--- src/rtl/fpu_seq_pkg.sv ---
// Shared definitions for the x87 stack sequencer: opcode and ModR/M
// constants, per-instruction latencies, 80-bit constant images, the decoded
// action enum and the sequencer FSM state enum.
package fpu_seq_pkg;

  localparam int FP_W = 80;

  // ESC opcode bytes
  localparam logic [7:0] OP_D8 = 8'hD8;
  localparam logic [7:0] OP_D9 = 8'hD9;
  localparam logic [7:0] OP_DB = 8'hDB;
  localparam logic [7:0] OP_DD = 8'hDD;
  localparam logic [7:0] OP_DF = 8'hDF;

  // Register-form ModR/M bytes with fixed meaning
  localparam logic [7:0] MRM_FLD1    = 8'hE8;
  localparam logic [7:0] MRM_FLDPI   = 8'hEB;
  localparam logic [7:0] MRM_FINIT   = 8'hE3;
  localparam logic [7:0] MRM_FSTSW   = 8'hE0;
  localparam logic [7:0] MRM_FSQRT   = 8'hFA;
  localparam logic [7:0] MRM_FSIN    = 8'hFE;
  localparam logic [7:0] MRM_FCOS    = 8'hFF;
  localparam logic [7:0] MRM_FPTAN   = 8'hF2;
  localparam logic [7:0] MRM_FPATAN  = 8'hF3;
  localparam logic [7:0] MRM_FDECSTP = 8'hF6;
  localparam logic [7:0] MRM_FINCSTP = 8'hF7;

  // Latencies (EXEC cycles counted down to zero)
  localparam int LAT_FLD_S   = 4;
  localparam int LAT_FLD_E   = 5;
  localparam int LAT_CONST   = 3;
  localparam int LAT_FST     = 7;
  localparam int LAT_FSTP    = 5;
  localparam int LAT_FSTSW   = 2;
  localparam int LAT_FINIT   = 49;
  localparam int LAT_FADD    = 69;
  localparam int LAT_FMUL    = 129;
  localparam int LAT_FDIV    = 214;
  localparam int LAT_FSQRT   = 119;
  localparam int LAT_FSINCOS = 249;
  localparam int LAT_FPTAN   = 299;
  localparam int LAT_STKMGMT = 2;
  localparam int LAT_NONE    = 9;

  localparam logic [FP_W-1:0] CONST_ONE  = 80'h3FFF8000000000000000;
  localparam logic [FP_W-1:0] CONST_PI   = 80'h4000C90FDAA22168C235;
  localparam logic [FP_W-1:0] INDEFINITE = 80'hFFFFC000000000000000;

  localparam logic [15:0] CTRL_RESET = 16'h037F;

  typedef enum logic [3:0] {
    ACT_NONE,
    ACT_PUSH_OPERAND,
    ACT_PUSH_CONST,
    ACT_STORE,
    ACT_STORE_POP,
    ACT_STATUS,
    ACT_FINIT,
    ACT_ARITH,
    ACT_FFREE,
    ACT_DECSTP,
    ACT_INCSTP
  } act_t;

  typedef enum logic [1:0] {
    ST_IDLE,
    ST_EXEC,
    ST_DONE
  } state_t;

endpackage

--- src/rtl/fpu_op_decode.sv ---
// Combinational opcode decoder: (op, modrm) -> {action, latency, constant}.
// All knowledge of which ESC encodings the sequencer understands lives here.
// Optional feature macro: FPU_STACK_MGMT_EN (FFREE / FDECSTP / FINCSTP).
// Ports:
//   op        in   8       ESC opcode byte
//   modrm     in   8       ModR/M byte
//   action    out  act_t   decoded stack action
//   latency   out  CYC_W   EXEC countdown start value
//   const_val out  DATA_W  constant pushed by the FLD-constant forms
module fpu_op_decode
  import fpu_seq_pkg::*;
#(
  parameter int DATA_W = 80,
  parameter int CYC_W  = 9
) (
  input  logic [7:0]        op,
  input  logic [7:0]        modrm,
  output act_t              action,
  output logic [CYC_W-1:0]  latency,
  output logic [DATA_W-1:0] const_val
);

  logic       is_reg;
  logic [2:0] reg_f;

  assign is_reg = (modrm[7:6] == 2'b11);
  assign reg_f  = modrm[5:3];

  always_comb begin
    action    = ACT_NONE;
    latency   = CYC_W'(LAT_NONE);
    const_val = '0;
    case (op)
      OP_D8: begin
        case (reg_f)
          3'd0, 3'd4: begin action = ACT_ARITH; latency = CYC_W'(LAT_FADD); end
          3'd1:       begin action = ACT_ARITH; latency = CYC_W'(LAT_FMUL); end
          3'd6:       begin action = ACT_ARITH; latency = CYC_W'(LAT_FDIV); end
          default: ;
        endcase
      end
      OP_D9: begin
        if (!is_reg) begin
          if (reg_f == 3'd0) begin
            action = ACT_PUSH_OPERAND; latency = CYC_W'(LAT_FLD_S);
          end else if (reg_f == 3'd2) begin
            action = ACT_STORE; latency = CYC_W'(LAT_FST);
          end
        end else if (modrm[7:3] == 5'b11101) begin
          // E8..EF: only FLD1 and FLDPI carry non-zero images here
          action  = ACT_PUSH_CONST;
          latency = CYC_W'(LAT_CONST);
          if (modrm == MRM_FLD1)       const_val = DATA_W'(CONST_ONE);
          else if (modrm == MRM_FLDPI) const_val = DATA_W'(CONST_PI);
        end else begin
          case (modrm)
            MRM_FSQRT:             begin action = ACT_ARITH; latency = CYC_W'(LAT_FSQRT); end
            MRM_FSIN, MRM_FCOS:    begin action = ACT_ARITH; latency = CYC_W'(LAT_FSINCOS); end
            MRM_FPTAN, MRM_FPATAN: begin action = ACT_ARITH; latency = CYC_W'(LAT_FPTAN); end
`ifdef FPU_STACK_MGMT_EN
            MRM_FDECSTP:           begin action = ACT_DECSTP; latency = CYC_W'(LAT_STKMGMT); end
            MRM_FINCSTP:           begin action = ACT_INCSTP; latency = CYC_W'(LAT_STKMGMT); end
`endif
            default: ;
          endcase
        end
      end
      OP_DB: begin
        if (!is_reg && reg_f == 3'd5) begin
          action = ACT_PUSH_OPERAND; latency = CYC_W'(LAT_FLD_E);
        end else if (!is_reg && reg_f == 3'd7) begin
          action = ACT_STORE_POP; latency = CYC_W'(LAT_FSTP);
        end else if (modrm == MRM_FINIT) begin
          action = ACT_FINIT; latency = CYC_W'(LAT_FINIT);
        end
      end
      OP_DD: begin
        if (!is_reg) begin
          case (reg_f)
            3'd0: begin action = ACT_PUSH_OPERAND; latency = CYC_W'(LAT_FLD_S); end
            3'd2: begin action = ACT_STORE;        latency = CYC_W'(LAT_FST);   end
            3'd3: begin action = ACT_STORE_POP;    latency = CYC_W'(LAT_FSTP);  end
            3'd7: begin action = ACT_STATUS;       latency = CYC_W'(LAT_FSTSW); end
            default: ;
          endcase
        end
`ifdef FPU_STACK_MGMT_EN
        else if (reg_f == 3'd0) begin
          action = ACT_FFREE; latency = CYC_W'(LAT_STKMGMT);
        end
`endif
      end
      OP_DF: begin
        if (modrm == MRM_FSTSW) begin
          action = ACT_STATUS; latency = CYC_W'(LAT_FSTSW);
        end
      end
      default: ;
    endcase
  end

endmodule

--- src/rtl/fpu_stack_sequencer.sv ---
// x87 register-stack and timing model behind the FPU CPU interface.
// Keeps a TOP pointer, per-slot tag bits, sticky exceptions and stack-fault
// detection; arithmetic/transcendental opcodes are timed only.
// Optional feature macro: FPU_STACK_MGMT_EN (FFREE / FDECSTP / FINCSTP).
// Ports:
//   clk, reset          clock; asynchronous active-high reset
//   start               request, sampled only when idle
//   op, modrm           ESC opcode byte and ModR/M byte
//   operand             load data for push operations
//   ctrl_word, ctrl_we  control word and its load strobe (bit0 = IM)
//   busy                high while executing
//   done                one-cycle completion pulse
//   result              store data / status image
//   status              [15]B [13:11]TOP [9]C1 [7]ES [6]SF [5:0]exceptions
//   error               unmasked exception on last op
//   tags                1 = physical slot valid
//
// Handshake: start is accepted on an edge where the FSM is idle and no done
// pulse is showing; op/modrm/operand are captured on that edge. busy rises
// one cycle later and stays high LAT+1 cycles; done pulses for one cycle
// as busy falls. start is ignored at all other times.
module fpu_stack_sequencer
  import fpu_seq_pkg::*;
#(
  parameter int DATA_W = 80,
  parameter int DEPTH  = 8,
  parameter int PTR_W  = $clog2(DEPTH),
  parameter int CYC_W  = 9
) (
  input  logic              clk,
  input  logic              reset,
  input  logic              start,
  input  logic [7:0]        op,
  input  logic [7:0]        modrm,
  input  logic [DATA_W-1:0] operand,
  input  logic [15:0]       ctrl_word,
  input  logic              ctrl_we,
  output logic              busy,
  output logic              done,
  output logic [DATA_W-1:0] result,
  output logic [15:0]       status,
  output logic              error,
  output logic [DEPTH-1:0]  tags
);

  state_t             state;
  logic [CYC_W-1:0]   cnt;
  logic               first;
  act_t               act_q;
  logic [DATA_W-1:0]  const_q;
  logic [DATA_W-1:0]  operand_q;
  logic [PTR_W-1:0]   top;
  logic [15:0]        control;
  logic               sf;
  logic               c1;
  logic [5:0]         exc;
  logic [DATA_W-1:0]  slots [DEPTH];
`ifdef FPU_STACK_MGMT_EN
  logic [PTR_W-1:0]   sti_q;
`endif

  act_t               dec_act;
  logic [CYC_W-1:0]   dec_lat;
  logic [DATA_W-1:0]  dec_const;

  fpu_op_decode #(.DATA_W(DATA_W), .CYC_W(CYC_W)) u_decode (
    .op        (op),
    .modrm     (modrm),
    .action    (dec_act),
    .latency   (dec_lat),
    .const_val (dec_const)
  );

  logic [PTR_W-1:0]  top_dec;
  logic [PTR_W-1:0]  top_inc;
  logic              exec_now;
  logic              is_push;
  logic              push_full;
  logic              st0_valid;
  logic [DATA_W-1:0] push_data;
  logic              es;
  logic [2:0]        top_field;

  assign top_dec   = top - PTR_W'(1);
  assign top_inc   = top + PTR_W'(1);
  // The stack effect happens exactly once, on the first EXEC edge.
  assign exec_now  = (state == ST_EXEC) && first;
  assign is_push   = (act_q == ACT_PUSH_OPERAND) || (act_q == ACT_PUSH_CONST);
  assign push_full = tags[top_dec];
  assign st0_valid = tags[top];
  assign push_data = (act_q == ACT_PUSH_OPERAND) ? operand_q : const_q;
  assign es        = |(exc & ~control[5:0]);
  assign top_field = 3'(top);
  assign status    = {busy, 1'b0, top_field, 1'b0, c1, 1'b0, es, sf, exc};

  // Slot storage carries no reset; validity is tracked by tags.
  always_ff @(posedge clk) begin
    if (exec_now && is_push && !push_full) slots[top_dec] <= push_data;
  end

  always_ff @(posedge clk or posedge reset) begin
    if (reset) begin
      state     <= ST_IDLE;
      cnt       <= '0;
      first     <= 1'b0;
      act_q     <= ACT_NONE;
      const_q   <= '0;
      operand_q <= '0;
      busy      <= 1'b0;
      done      <= 1'b0;
      result    <= '0;
      error     <= 1'b0;
      tags      <= '0;
      top       <= '0;
      control   <= CTRL_RESET;
      sf        <= 1'b0;
      c1        <= 1'b0;
      exc       <= '0;
`ifdef FPU_STACK_MGMT_EN
      sti_q     <= '0;
`endif
    end else begin
      done <= 1'b0;
      if (ctrl_we) control <= ctrl_word;

      case (state)
        ST_IDLE: begin
          if (start && !done) begin
            state     <= ST_EXEC;
            cnt       <= dec_lat;
            act_q     <= dec_act;
            const_q   <= dec_const;
            operand_q <= operand;
            first     <= 1'b1;
            error     <= 1'b0;
`ifdef FPU_STACK_MGMT_EN
            sti_q     <= PTR_W'(modrm[2:0]);
`endif
          end
        end

        ST_EXEC: begin
          busy  <= 1'b1;
          first <= 1'b0;
          if (cnt == '0) state <= ST_DONE;
          else           cnt   <= cnt - CYC_W'(1);

          if (exec_now) begin
            case (act_q)
              ACT_PUSH_OPERAND, ACT_PUSH_CONST: begin
                if (push_full) begin
                  // Overflow: target slot still occupied, stack untouched.
                  sf     <= 1'b1;
                  exc[0] <= 1'b1;
                  c1     <= 1'b1;
                  error  <= ~control[0];
                end else begin
                  top           <= top_dec;
                  tags[top_dec] <= 1'b1;
                end
              end
              ACT_STORE, ACT_STORE_POP, ACT_ARITH: begin
                if (!st0_valid) begin
                  // Underflow: deliver the indefinite NaN and never pop.
                  result <= DATA_W'(INDEFINITE);
                  sf     <= 1'b1;
                  exc[0] <= 1'b1;
                  c1     <= 1'b0;
                  error  <= ~control[0];
                end else if (act_q != ACT_ARITH) begin
                  result <= slots[top];
                  if (act_q == ACT_STORE_POP) begin
                    tags[top] <= 1'b0;
                    top       <= top_inc;
                  end
                end
              end
              ACT_STATUS: result <= DATA_W'(status);
              ACT_FINIT: begin
                // Placed after the ctrl_we load so FINIT wins a same-edge write.
                top     <= '0;
                tags    <= '0;
                sf      <= 1'b0;
                c1      <= 1'b0;
                exc     <= '0;
                control <= CTRL_RESET;
              end
`ifdef FPU_STACK_MGMT_EN
              ACT_FFREE:  tags[top + sti_q] <= 1'b0;
              ACT_DECSTP: begin top <= top_dec; c1 <= 1'b0; end
              ACT_INCSTP: begin top <= top_inc; c1 <= 1'b0; end
`endif
              default: ;
            endcase
          end
        end

        ST_DONE: begin
          busy  <= 1'b0;
          done  <= 1'b1;
          state <= ST_IDLE;
        end

        default: state <= ST_IDLE;
      endcase
    end
  end

endmodule
--- config.mk ---
export PLATFORM = sky130hd
export DESIGN_NAME = fpu_stack_sequencer
export DESIGN_NICKNAME = d
export VERILOG_FILES = /design/src/rtl/fpu_seq_pkg.sv /design/src/rtl/fpu_op_decode.sv /design/src/rtl/fpu_stack_sequencer.sv
export SDC_FILE = /design/constraint.sdc
export NUM_CORES = 1
export LEC_CHECK = 0
export CAP_MARGIN = 20
export CORE_ASPECT_RATIO = 0.6
export CORE_MARGIN = 3
export CORE_UTILIZATION = 45
export DETAILED_ROUTE_END_ITERATION = 6
export SLEW_MARGIN = 20
export SYNTH_ARGS = -nofsm -noshare
export SYNTH_HDL_FRONTEND = slang
export SYNTH_SLANG_ARGS = --single-unit
--- constraint.sdc ---
create_clock -name clk -period 14.15 [get_ports clk]
set_input_delay 2.1225 -clock clk [delete_from_list [all_inputs] [get_ports clk]]
set_output_delay 2.1225 -clock clk [all_outputs]
set_load 0.005 [all_outputs]
==> results of run 1 <==
==> power breakdown <==
group	leakage (nW)	internal (W)	switching, W
Clock	1.30	0.00126	0.000907
Combinational	4.75	0.000942	0.00164
Sequential	8.42	0.00314	0.000269
==> cell type report <==
class	instances	area share
inverter	22	0.002292
tap	975	0.03104
antenna	1	0.00006368
multi-input combinational	1337	0.2250
clock buffer	116	0.05862
clock inverter	31	0.009011
timing repair buffer	246	0.06040
sequential	835	0.6136
==> state kept, by name, summed over array words and instances (netlist names) <==
| name | count |
|---|---|
| exc | 1 |
| state | 2 |
| tags | 8 |
| const_q | 3 |
| operand_q | 80 |
| cnt | 9 |
| slots | 640 |
| c1 | 1 |
| first | 1 |
| top | 3 |
| result | 80 |
| act_q | 3 |
| control | 1 |
| busy | 1 |
| error | 1 |
| done | 1 |
==> worst max-delay path by stage <==
stage | endpoint | slack [ns] | depth (start not counted)
floorplan | slots[3][0] | 3.08 | 10
global placement | slots[0][68] | 8.98 | 9
detailed placement | slots[0][68] | 8.92 | 9
CTS | slots[0][25] | 8.87 | 9
global route | slots[0][25] | 8.72 | 9
finish | slots[0][24] | 8.89 | 9
==> logic make-up (layout without fill, tap and decap cells) <==
group,count (synthesis),in the layout
flip-flops,835,835
AND/OR/NAND/NOR,622,622
AO/OA/AOI/OAI,530,530
buffers and inverters,190,415
multiplexers,169,169
adder cells (fa/ha/maj),6,6
XOR/XNOR,2,2
other,1,9
==> Yosys cell counts (all sizes together), types with 7 or more instances <==
library cell	n
and2	45
dfrtp	194
mux2	53
o22ai	14
or3	7
a221o	10
a22o	19
o21ai	129
o31ai	46
a221oi	60
nor3	20
inv	22
nor2b	11
mux4	45
edfxtp	640
nand2	388
a21oi	92
a22oi	59
mux2i	71
a21o	51
a211oi	15
nor2	102
nand3	19
nor4	7
buf	69
clkbuf	99
==> layer usage <==
layer | vias to the layer above | GRT usage | part of all wire
met5 | - | 0 | 0.00013
met3 | 118 | 0.04297 | 0.074
li1 | 9223 | - | -
met4 | 2 | 0.05545 | 0.019
met2 | 820 | 0.3683 | 0.46
met1 | 10626 | 0.3460 | 0.44
==> tightest hold or removal path: stages (launching register included) <==
cell	delay, ns
dfrtp_1	0.34
nand2_1	0.05
nand2_1	0.05
==> stage by stage <==
step                area (µm²)  instances  power (W)    util
detailed placement       36630       3415   0.006039  0.5029
CTS                      39290       3562   0.008220  0.5394
global placement         36630       3415   0.005982  0.5028
floorplan                33610       2362   0.004926       -
finish                   39300       3563   0.008161  0.5395
global route             39290       3562   0.008564  0.5395
==> flow_metrics.py, run 1 <==
metrics = {
    "setup_path": {
        "r2r_slack_ns": 8.89,
        "slowest_stage": "buf_4",
        "cp.required_ns": 14.39,
        "worst-path-buf-inv": 3,
        "cpMostUsedCell": "buf_4",
        "startpoint": "top[1]",
        "worst-path-max-fanout": 41,
        "end_kind": "flop",
        "regToRegStartpoint": "top[1]",
        "crit_type": "flop to flop",
        "r2r_end": "slots[0][24]",
        "crit_arrival_ns": 5.50,
        "max_stage_delay_ns": 0.75,
        "crit_family": "buffers and inverters",
        "worstSetupStartpointType": "flop",
        "cp_cell_sequence": "inv_2 -> ha_1 -> mux4_2 -> mux2_4 -> or3_1 -> a21boi_4 -> nor3_2 -> buf_4 -> buf_4",
        "rr_worst_depth": 9,
    },
    "worst_hold_path": {
        "hold_path_startpoint": "operand_q[57]",
        "min_to": "operand_q[57]",
        "min_path_cells": 2,
        "min-delay-path-class": "flop to flop",
    },
    "synth": {
        "synth_cell_types": 68,
        "syn-cell-area_um2": 33580,
        "synth_top_area_frac": 0.5723,
        "synth_edf_count": 640,
        "ys_seq_area_frac": 0.7176,
        "synth-simple-area-share": 0.07861,
        "synthArstFlopShare": 0.2335,
        "muxShareOfSynthArea": 0.06933,
        "synth_cells": 2355,
        "yosys_warnings": 0,
        "synth-compound-area-share": 0.1069,
        "ys.flop_type": "edfxtp_1",
        "ys_ff_latch": 835,
        "syn_avg_cell_area_um2": 14.26,
        "synth_top_family_by_area": "compound AO/OA/AOI/OAI gates",
        "synth_area_leaders": "edfxtp_1, dfrtp_1, nand2_1",
        "synth_xor_area_frac": 0.0005216,
        "yosys.area.top_type": "edfxtp_1",
        "synth_fa_ha_area_frac": 0.002235,
    },
    "finish": {
        "multi_input_area_um2": 8842,
        "drive_gt1_frac": 0.1167,
        "nNetsFinal": 2643,
        "seq_area_um2": 24110,
        "fillCellCount": 5974,
        "final_cell_mix": "edfxtp_1, nand2_1, clkdlybuf4s50_1",
        "syn_to_final_growth_pct": 17.01,
        "layout_commonest_cell": "edfxtp_1",
    },
    "clock_network": {
        "cts_setup_buffers": 0,
        "clk_path_buf_depth": 3,
        "cts_buffers": 79,
        "cts_resized": 0,
        "htree_levels": 3,
        "clk_latency_ns": 0.64,
        "postCtsHoldBufs": 0,
        "clk_pin_slew_ns": 0.07,
        "cts_sinks": 835,
        "cts_tree": "yes",
        "cts_root_buffer": "clkbuf_16",
    },
    "global_routing": {
        "overflow": 0,
        "grt_pass1_wl_um": 135900,
        "grt_use_total": 0.2360,
        "grt_max_degree": 127,
        "antenna_found_initial": 3,
        "grt_pass1_vias": 20927,
    },
    "timing": {
        "worstMarginPinSlew_ns": 1.252,
        "maxSlewViolCount": 0,
        "rsz0062_at_grt": "false",
        "min_period_over_period": 0.3720,
        "finalHoldViolCount": 0,
        "setup_viol": 0,
        "tns_ns": 0,
        "slew_headroom": 0.1613,
        "finalClockSkew_ns": 0.03664,
        "whs_ns": 0.4675,
        "fin_ws_ns": 8.886,
        "fmax_mhz": 190.0,
        "period_needed_ns": 5.264,
    },
    "floorplanning": {
        "die_w_um": 358.7,
        "io_pins": 223,
        "fp-row-count": 76,
        "coreArea_um2": 72840,
        "start_util": 0.4611,
        "die_y_um": 217.6,
        "die_area_um2": 78050,
    },
    "outcome": {
        "status": "completed",
    },
    "flow_run": {
        "cap_violations": 0,
    },
    "drt": {
        "drt-total-wl_um": 91700,
        "vias_per_cell": 5.835,
        "drt-initial-drc-count": 2122,
        "vias": 20789,
        "routedWlPerCell_um": 25.74,
        "drt_drc_violations_left": 0,
        "dr.pass1.iters": 5,
        "drtAntennaViolNets": 0,
    },
    "power_and_ir_drop": {
        "power_density_nw_per_um2": 207.7,
        "ir_worst_vdd_mv": 0.1336,
        "static-leakage-power_nw": 14.48,
    },
    "place": {
        "gp_congestion": 0.8523,
        "dp_hpwl_um": 51350,
        "dp_slack_ns": 8.921,
        "io_buffers": 199,
    },
}
Note: power is estimated with default switching activity, not from simulation.
==> inputs of run 2 (changes only) <==
==> constraint.sdc (replaced) <==
create_clock -name clk -period 4.9 [get_ports clk]
set_input_delay 0.735 -clock clk [delete_from_list [all_inputs] [get_ports clk]]
set_output_delay 0.735 -clock clk [all_outputs]
set_load 0.005 [all_outputs]
==> flow_metrics.py, run 2 (synthesized netlist as in run 1, its figures left out) <==
metrics = {
    "setup_path": {
        "r2r_slack_ns": 0.95,
        "worst-path-max-fanout": 23,
        "rr_worst_depth": 10,
        "r2r_end": "slots[5][48]",
        "crit_arrival_ns": 4.26,
        "end_kind": "flop",
        "crit_type": "flop to flop",
        "startpoint": "top[0]",
        "regToRegStartpoint": "top[0]",
        "critPathCapture": "slots[5][48]",
        "worstSetupStartpointType": "flop",
        "cp.required_ns": 5.21,
    },
    "finish": {
        "layout_commonest_cell": "edfxtp_1",
        "top_register": "slots",
        "largest_registers": "slots x640, operand_q x80, result x80",
        "nNetsFinal": 2649,
        "fillCellCount": 5978,
        "instances_no_fill": 3569,
        "multi_input_area_um2": 8896,
        "drive_gt1_frac": 0.1215,
        "syn_to_final_growth_pct": 18.04,
        "fin_util": 0.5442,
        "seq_area_um2": 24110,
        "final_cell_mix": "edfxtp_1, nand2_1, clkdlybuf4s50_1",
        "largest_reg_flops": 640,
        "fin_area_um2": 39640,
    },
    "floorplanning": {
        "die_area_um2": 78050,
        "io_pins": 223,
        "die_w_um": 358.7,
        "die_y_um": 217.6,
        "fp-row-count": 76,
        "coreArea_um2": 72840,
        "start_util": 0.4611,
    },
    "clock_network": {
        "cts_root_buffer": "clkbuf_16",
        "cts_resized": 0,
        "postCtsHoldBufs": 0,
        "htree_levels": 3,
        "cts_setup_buffers": 0,
        "cts_sinks": 835,
        "clk_pin_slew_ns": 0.07,
        "clk_path_buf_depth": 3,
        "cts_tree": "yes",
        "clk_latency_ns": 0.63,
        "cts_buffers": 77,
    },
    "drt": {
        "drt-initial-drc-count": 2296,
        "drt_drc_violations_left": 0,
        "routedWlPerCell_um": 25.64,
        "drtAntennaViolNets": 0,
        "dr.pass1.iters": 6,
        "vias": 20890,
        "vias_per_cell": 5.853,
        "drt-total-wl_um": 91500,
    },
    "global_routing": {
        "overflow": 0,
        "use_met2": 0.3604,
        "met1_usage": 0.3544,
        "grt_pass1_vias": 20989,
        "antenna_found_initial": 1,
        "grt_max_degree": 147,
        "grt_use_total": 0.2348,
        "use_met3": 0.04004,
        "grt_pass1_wl_um": 136600,
        "grt-busiest-layer": "met2",
    },
    "flow_run": {
        "cap_violations": 0,
    },
    "timing": {
        "finalClockSkew_ns": 0.02909,
        "whs_ns": 0.4709,
        "rsz0062_at_grt": "false",
        "worstMarginPinSlew_ns": 1.067,
        "maxSlewViolCount": 0,
        "setup_viol": 0,
        "finalHoldViolCount": 0,
        "fmax_mhz": 253.2,
        "period_needed_ns": 3.949,
        "min_period_over_period": 0.8060,
        "slew_headroom": 0.2886,
    },
    "outcome": {
        "status": "completed",
    },
    "place": {
        "placed_cell_area_um2": 36910,
        "io_buffers": 199,
        "dp.cells": 3422,
        "dp_hpwl_um": 51290,
        "gp_congestion": 0.8492,
    },
    "worst_hold_path": {
        "min-delay-path-class": "flop to flop",
    },
    "power_and_ir_drop": {
        "power_w": 0.02385,
        "static-leakage-power_nw": 14.61,
        "ir_worst_vdd_mv": 0.4978,
        "power_density_nw_per_um2": 601.7,
    },
}
run 2: how the worst min path moves through the flow:
stage	startpoint	to	slack [ns]	depth (start not counted)
2_1_floorplan	operand_q[10]	operand_q[10]	0.44	2
3_3_place_gp	operand_q[53]	operand_q[53]	0.45	2
3_5_place_dp	operand_q[53]	operand_q[53]	0.45	2
4_1_cts	operand_q[53]	operand_q[53]	0.47	2
5_1_grt	operand_q[45]	operand_q[45]	0.49	2
6_report	operand_q[45]	operand_q[45]	0.47	2
run 2: critical path: stages (launching register included):
cell and delay, ns:
dfrtp_4 0.51, inv_4 0.06, ha_4 0.31, mux4_2 0.50
mux2_4 0.34, or3_1 0.37, o21ai_1 0.10, buf_4 0.17
nand3_1 0.24, nor2_4 0.69, buf_12 0.29
run 2: final cells by class:
class	count	area share
Inverter	22	0.002241
Tap cell	975	0.03077
Antenna cell	2	0.0001263
Sequential cell	835	0.6082
Clock inverter	34	0.01199
Multi-Input combinational cell	1337	0.2244
Timing Repair Buffer	254	0.06635
Clock buffer	110	0.05587
run 2: routing by layer:
metal  share of wire  wire [µm]
met1            0.45      41580
met5               0          0
met2            0.46      41780
met4           0.017       1559
met3           0.072       6571
run 2: through the flow:
step                      TNS [ns]  setup slack (ns)
after floorplan            -135.97           -0.4790
after global placement           0             1.027
after detailed placement         0            0.9715
after CTS                        0            0.9520
after global routing             0            0.7658
final                            0            0.9508
run 2: power by group:
part / leakage (nW) / switching, W / total [W] / internal (W)
Clock: 1.32 / 0.00262 / 0.00637 / 0.00375
Combinational: 4.86 / 0.00491 / 0.00772 / 0.00281
Sequential: 8.42 / 0.000678 / 0.00975 / 0.00908
